==> src/rtl/rn_word_buffer.sv <==
`default_nettype none
// ============================================================================
//  Module   : rn_word_buffer
//  Purpose  : Packs the serial random bit stream of the CA PRNG's selected
//             output cell into non-overlapping N-bit words. The words are
//             buffered in a small first-word-fall-through FIFO and handed to
//             a consumer over a valid/ready handshake. Words that arrive
//             while the FIFO is full are dropped and counted.
//  Ports    :
//     i_clk       in   1             clock, rising edge
//     i_rst       in   1             asynchronous active-high reset
//     i_clr       in   1             synchronous clear of collector, FIFO and
//                                    drop counter
//     i_en        in   1             i_bit carries a fresh generator bit
//     i_bit       in   1             serial random bit
//     i_ready     in   1             consumer accepts o_word this cycle
//     o_valid     out  1             FIFO not empty
//     o_word      out  N             head-of-FIFO word
//     o_full      out  1             FIFO holds DEPTH words
//     o_level     out  clog2(D)+1    number of stored words
//     o_drop_cnt  out  CNT_W         saturating count of dropped words
//  Revision : 1.0  initial release
// ============================================================================
module rn_word_buffer #(
   parameter int N     = 10,   // word width, >= 2
   parameter int DEPTH = 4,    // FIFO depth, power of 2, >= 2
   parameter int CNT_W = 8     // drop counter width
) (
   input  logic                       i_clk,
   input  logic                       i_rst,
   input  logic                       i_clr,
   input  logic                       i_en,
   input  logic                       i_bit,
   input  logic                       i_ready,
   output logic                       o_valid,
   output logic [N-1:0]               o_word,
   output logic                       o_full,
   output logic [$clog2(DEPTH):0]     o_level,
   output logic [CNT_W-1:0]           o_drop_cnt
);

   localparam int AW = $clog2(DEPTH);
   localparam int LW = AW + 1;
   localparam int CW = $clog2(N);

   localparam logic [CW-1:0]    LAST_BIT  = CW'(N - 1);
   localparam logic [CW-1:0]    PENULT    = CW'(N - 2);
   localparam logic [LW-1:0]    FULL_LVL  = LW'(DEPTH);
   localparam logic [CNT_W-1:0] DROP_MAX  = '1;

   // ------------------------------------------------------------------------
   // Collector state. EMIT means the next enabled bit completes a word.
   // ------------------------------------------------------------------------
   typedef enum logic [0:0] {
      COLLECT = 1'b0,
      EMIT    = 1'b1
   } state_t;

   state_t            state;
   logic [N-1:0]      sr;
   logic [CW-1:0]     bit_cnt;

   // FIFO storage and bookkeeping
   logic [N-1:0]      mem [DEPTH];
   logic [AW-1:0]     rd_ptr;
   logic [AW-1:0]     wr_ptr;
   logic [LW-1:0]     level;
   logic [CNT_W-1:0]  drop_cnt;
   logic              valid_q;
   logic              full_q;

   // Combinational handshake decode
   logic              push_req;
   logic              pop;
   logic              push_ok;
   logic              drop;
   logic [N-1:0]      word_in;
   logic [LW-1:0]     level_next;

   always_comb begin
      push_req   = 1'b0;
      pop        = 1'b0;
      push_ok    = 1'b0;
      drop       = 1'b0;
      word_in    = {i_bit, sr[N-1:1]};
      level_next = level;

      push_req = i_en && (state == EMIT);
      pop      = (level != '0) && i_ready;
      // A full FIFO still accepts a word when the head leaves in the same
      // cycle: the write lands in the slot being vacated.
      push_ok  = push_req && ((level != FULL_LVL) || pop);
      drop     = push_req && (level == FULL_LVL) && !pop;

      if (push_ok && !pop) begin
         level_next = level + LW'(1);
      end else if (!push_ok && pop) begin
         level_next = level - LW'(1);
      end
   end

   // ------------------------------------------------------------------------
   // Collector FSM: shifts new bits in at the top so the first bit of a word
   // settles in bit 0. The completing bit is pushed directly from i_bit,
   // which lets words run back-to-back with no idle cycle.
   // ------------------------------------------------------------------------
   always_ff @(posedge i_clk or posedge i_rst) begin
      if (i_rst) begin
         state   <= COLLECT;
         sr      <= '0;
         bit_cnt <= '0;
      end else if (i_clr) begin
         state   <= COLLECT;
         sr      <= '0;
         bit_cnt <= '0;
      end else if (i_en) begin
         sr <= word_in;
         if (bit_cnt == LAST_BIT) begin
            bit_cnt <= '0;
            state   <= COLLECT;
         end else begin
            bit_cnt <= bit_cnt + CW'(1);
            state   <= (bit_cnt == PENULT) ? EMIT : COLLECT;
         end
      end
   end

   // ------------------------------------------------------------------------
   // FIFO storage. Cleared on reset so the head word reads as zero out of
   // reset; i_clr only resets the pointers.
   // ------------------------------------------------------------------------
   always_ff @(posedge i_clk or posedge i_rst) begin
      if (i_rst) begin
         for (int i = 0; i < DEPTH; i++) begin
            mem[i] <= '0;
         end
      end else if (!i_clr && push_ok) begin
         mem[wr_ptr] <= word_in;
      end
   end

   // ------------------------------------------------------------------------
   // Pointers, level and the flags derived from the next level so that
   // o_valid / o_full / o_level are all registered and agree every cycle.
   // ------------------------------------------------------------------------
   always_ff @(posedge i_clk or posedge i_rst) begin
      if (i_rst) begin
         rd_ptr   <= '0;
         wr_ptr   <= '0;
         level    <= '0;
         valid_q  <= 1'b0;
         full_q   <= 1'b0;
         drop_cnt <= '0;
      end else if (i_clr) begin
         rd_ptr   <= '0;
         wr_ptr   <= '0;
         level    <= '0;
         valid_q  <= 1'b0;
         full_q   <= 1'b0;
         drop_cnt <= '0;
      end else begin
         if (push_ok) begin
            wr_ptr <= wr_ptr + AW'(1);
         end
         if (pop) begin
            rd_ptr <= rd_ptr + AW'(1);
         end
         level   <= level_next;
         valid_q <= (level_next != '0);
         full_q  <= (level_next == FULL_LVL);
         if (drop && (drop_cnt != DROP_MAX)) begin
            drop_cnt <= drop_cnt + CNT_W'(1);
         end
      end
   end

   assign o_valid    = valid_q;
   assign o_full     = full_q;
   assign o_level    = level;
   assign o_word     = mem[rd_ptr];
   assign o_drop_cnt = drop_cnt;

endmodule
`default_nettype wire
==> config.mk <==
export PLATFORM = sky130hd
export DESIGN_NAME = rn_word_buffer
export DESIGN_NICKNAME = d
export VERILOG_FILES = /design/src/rtl/rn_word_buffer.sv
export SDC_FILE = /design/constraint.sdc
export NUM_CORES = 1
export LEC_CHECK = 0
export CORE_MARGIN = 2
export CORE_UTILIZATION = 40
export CTS_BUF_LIST = sky130_fd_sc_hd__clkbuf_16
export DETAILED_ROUTE_END_ITERATION = 12
export GPL_ROUTABILITY_DRIVEN = 0
export PLACE_DENSITY_LB_ADDON = 0.15
export RECOVER_POWER = 100
export SYNTH_ARGS = -nofsm -noshare
export SYNTH_HDL_FRONTEND = slang
export SYNTH_SLANG_ARGS = --single-unit
==> constraint.sdc <==
create_clock -name i_clk -period 5.33 [get_ports i_clk]
set_clock_uncertainty 0.05 [all_clocks]
set_input_delay 0.7995 -clock i_clk [delete_from_list [all_inputs] [get_ports i_clk]]
set_output_delay 0.7995 -clock i_clk [all_outputs]
set_load 0.01 [all_outputs]
==> metrics.yaml <==
numPortBuffers: 28
grt_max_degree: 72
violations: "max-capacitance violations, max-slew violations"
syn_area_mm2: 0.00329
p_leak_uw: 0.00193
status: "finished with violations"
wirelength_met1_mm: 3.16
max_slew_margin_pct: -19.1
synth_common_cells: "dfrtp_1 (71), mux2_2 (39), nor2_1 (27)"
dieArea_mm2: 0.00896
die_h_um: 94.7
route.detailed.drc: 0
drtIter0Drc: 94
ys_seq_elements: 71
grt_antenna_before_repair: 0
path_max_fanout: 16
syn_to_final_growth_pct: 18.7
cts_setup_buffers: 0
nets: 293
grt_pass1_vias: 2048
drive_gt1_share_pct: 23.7
crit_type: "primary input to register"
setup_viol: 0
synth_top_area_share_pct: 54.1
synth-edff-count: 0
viasPerCell: 5.15
clock-sinks: 71
holdBufCountCts: 0
powerDensity_mw_per_mm2: 338
synth.area.top_cells: "dfrtp_1 (54%), mux2_2 (13%), mux4_2 (6.9%), mux2i_1 (3.7%), nor2_1 (3.1%)"
track_usage_pct: 15.9
core.rowCount: 33
top_layer: "met4"
path_clk_slew_ns: 0.05
clock_latency_ns: 0.32
drt_pass1_iterations: 4
tns_ns: 0
grt_pass1_wl_mm: 10.7
yosysUniqueCellTypes: 37
h-tree-depth: 3
wl_per_cell_um: 16.0
cap_violations: 1
critical_path.endpoint_type: "register"
slew_violations: 72
cts_resized: 0
rsz0062_at_grt: "no"
coreArea_mm2: 0.00809
yosysMostFrequentCell: "dfrtp_1"
pin_count: 29
synthFlopType: "dfrtp_1"
met2_wirelength_mm: 2.72
syn_inst: 245
avgSynthCellArea_um2: 13.4
fin_crit_sh_pct: 63.6
synthesis.nets: 259
ir_drop_mv: 0.178
utilization_pct: 48.2
arrival_ns: 3.54
routed_wl_mm: 6.21
cts-root-buf: "clkbuf_16"
ys.warnings.count: 0
max_freq_mhz: 295
startpoint_type: "primary input"
hold_viol: 0
postRouteAntennaNets: 0
diodes: 0
worst_pin_slew_ns: 1.79
cts_buffers: 9
start_util_pct: 40.6
period_needed_ns: 3.39
hold_class: "register to register"
place_hpwl_mm: 3.96
fp.dieW_um: 94.7
synth_top_area_cell: "dfrtp_1"
wl_met3_um: 178
ys_seq_area_share_pct: 54.1
required_ns: 5.48
num_vias: 1997
grt_overflow_total: 0
clk_path_buf_depth: 2
async_flop_share_pct: 100
tritoncts: "built"
## per-layer routing
metal  up-vias  GRT usage [%]
met5         -              0
li1        935              -
met3        11           3.19
met2        39           22.8
met1      1012           22.9
met4         0           8.33
## registers in the layout (all words and copies together), names as in the netlist
register	flops
wr_ptr	2
sr	9
state	1
o_full	1
mem	40
rd_ptr	2
bit_cnt	4
o_drop_cnt	8
o_valid	1
o_level	3
## where the power goes
group / leakage, µW / internal [µW] / switching (µW)
combinational: 0.000806 / 97.8 / 91.4
clock: 0.000137 / 307 / 215
sequential: 0.000986 / 562 / 48.3
## cell usage in the layout (no fill, tap or decap), types with 2 or more instances in the layout
cell type        netlist  routed
o21ai_0                3       3
a21oi_1                3       3
ha_1                   8       8
nor2b_1                3       3
mux2i_1               12      12
clkinv_2               0       3
and2_0                 0       2
clkdlybuf4s50_1        0       2
mux2_1                 2       2
inv_1                  8       9
nand3_1                4       4
nand2b_1               2       2
nand4_1                3       3
and3_1                 2       2
mux4_2                10      10
nand2_1                8      13
clkbuf_16              0       9
mux2_2                39      39
nor2_1                27      28
xor2_1                 8       8
dlygate4sd3_1          0      26
xnor2_1                5       5
dfrtp_1               71      71
## stage by stage
stage | cells | total power (µW) | setup WS (ns) | hold WS [ns] | area (µm²)
floorplan | 245 | 753 | 2.68 | 0.409 | 3290
global placement | 373 | 822 | 2.11 | 0.425 | 3670
detailed placement | 373 | 820 | 2.07 | 0.440 | 3670
CTS | 388 | 1350 | 2.15 | 0.454 | 3930
global route | 388 | 1390 | 1.69 | 0.467 | 3900
finish | 388 | 1320 | 1.94 | 0.450 | 3900
## layout make-up
type                    count  area [µm²]
clock buffers               9         225
clock inverters             6        31.3
fillers                   734        4190
inverters                   8        30.0
multi-input cells         159        1420
flip-flops and latches     71        1780
well taps                 105         131
repair buffers             30         293
## worst max-delay path: stages
cell and delay, ns:
dlygate4sd3_1 1.06, nand2_1 0.27, o21bai_1 0.30, nor2_1 0.25
nand2_1 0.41, mux2_1 0.45
## cell families (layout without fill, tap and decap cells)
kind of cell / count (synthesis) / count (layout) / synth area share [%]
AOI/OAI and AO/OA: 13 / 13 / 3.20
xor gates and xnor gates: 13 / 13 / 3.46
adders and majority gates: 8 / 8 / 3.05
buffers and inverters: 15 / 53 / 2.13
DFF: 71 / 71 / 54.1
muxes: 63 / 63 / 24.6
and+or+nand+nor: 62 / 62 / 9.55
## final timing paths
kind	start	to	slack [ns]	cells past startpoint
worst max-delay path	i_en	mem[4]$_DFFE_PP0P_	1.94	6
max in group asynchronous	i_rst	mem[28]$_DFFE_PP0P_	2.67	3
worst min-delay path	mem[4]$_DFFE_PP0P_	mem[4]$_DFFE_PP0P_	0.45	1
worst max register to register	o_level[0]$_DFF_PP0_	mem[3]$_DFFE_PP0P_	2.95	7
worst min register to register	mem[4]$_DFFE_PP0P_	mem[4]$_DFFE_PP0P_	0.45	1
min in group asynchronous	i_rst	o_drop_cnt[0]$_DFFE_PP0P_	1.48	3
Note: power is estimated with default switching activity, not from simulation.
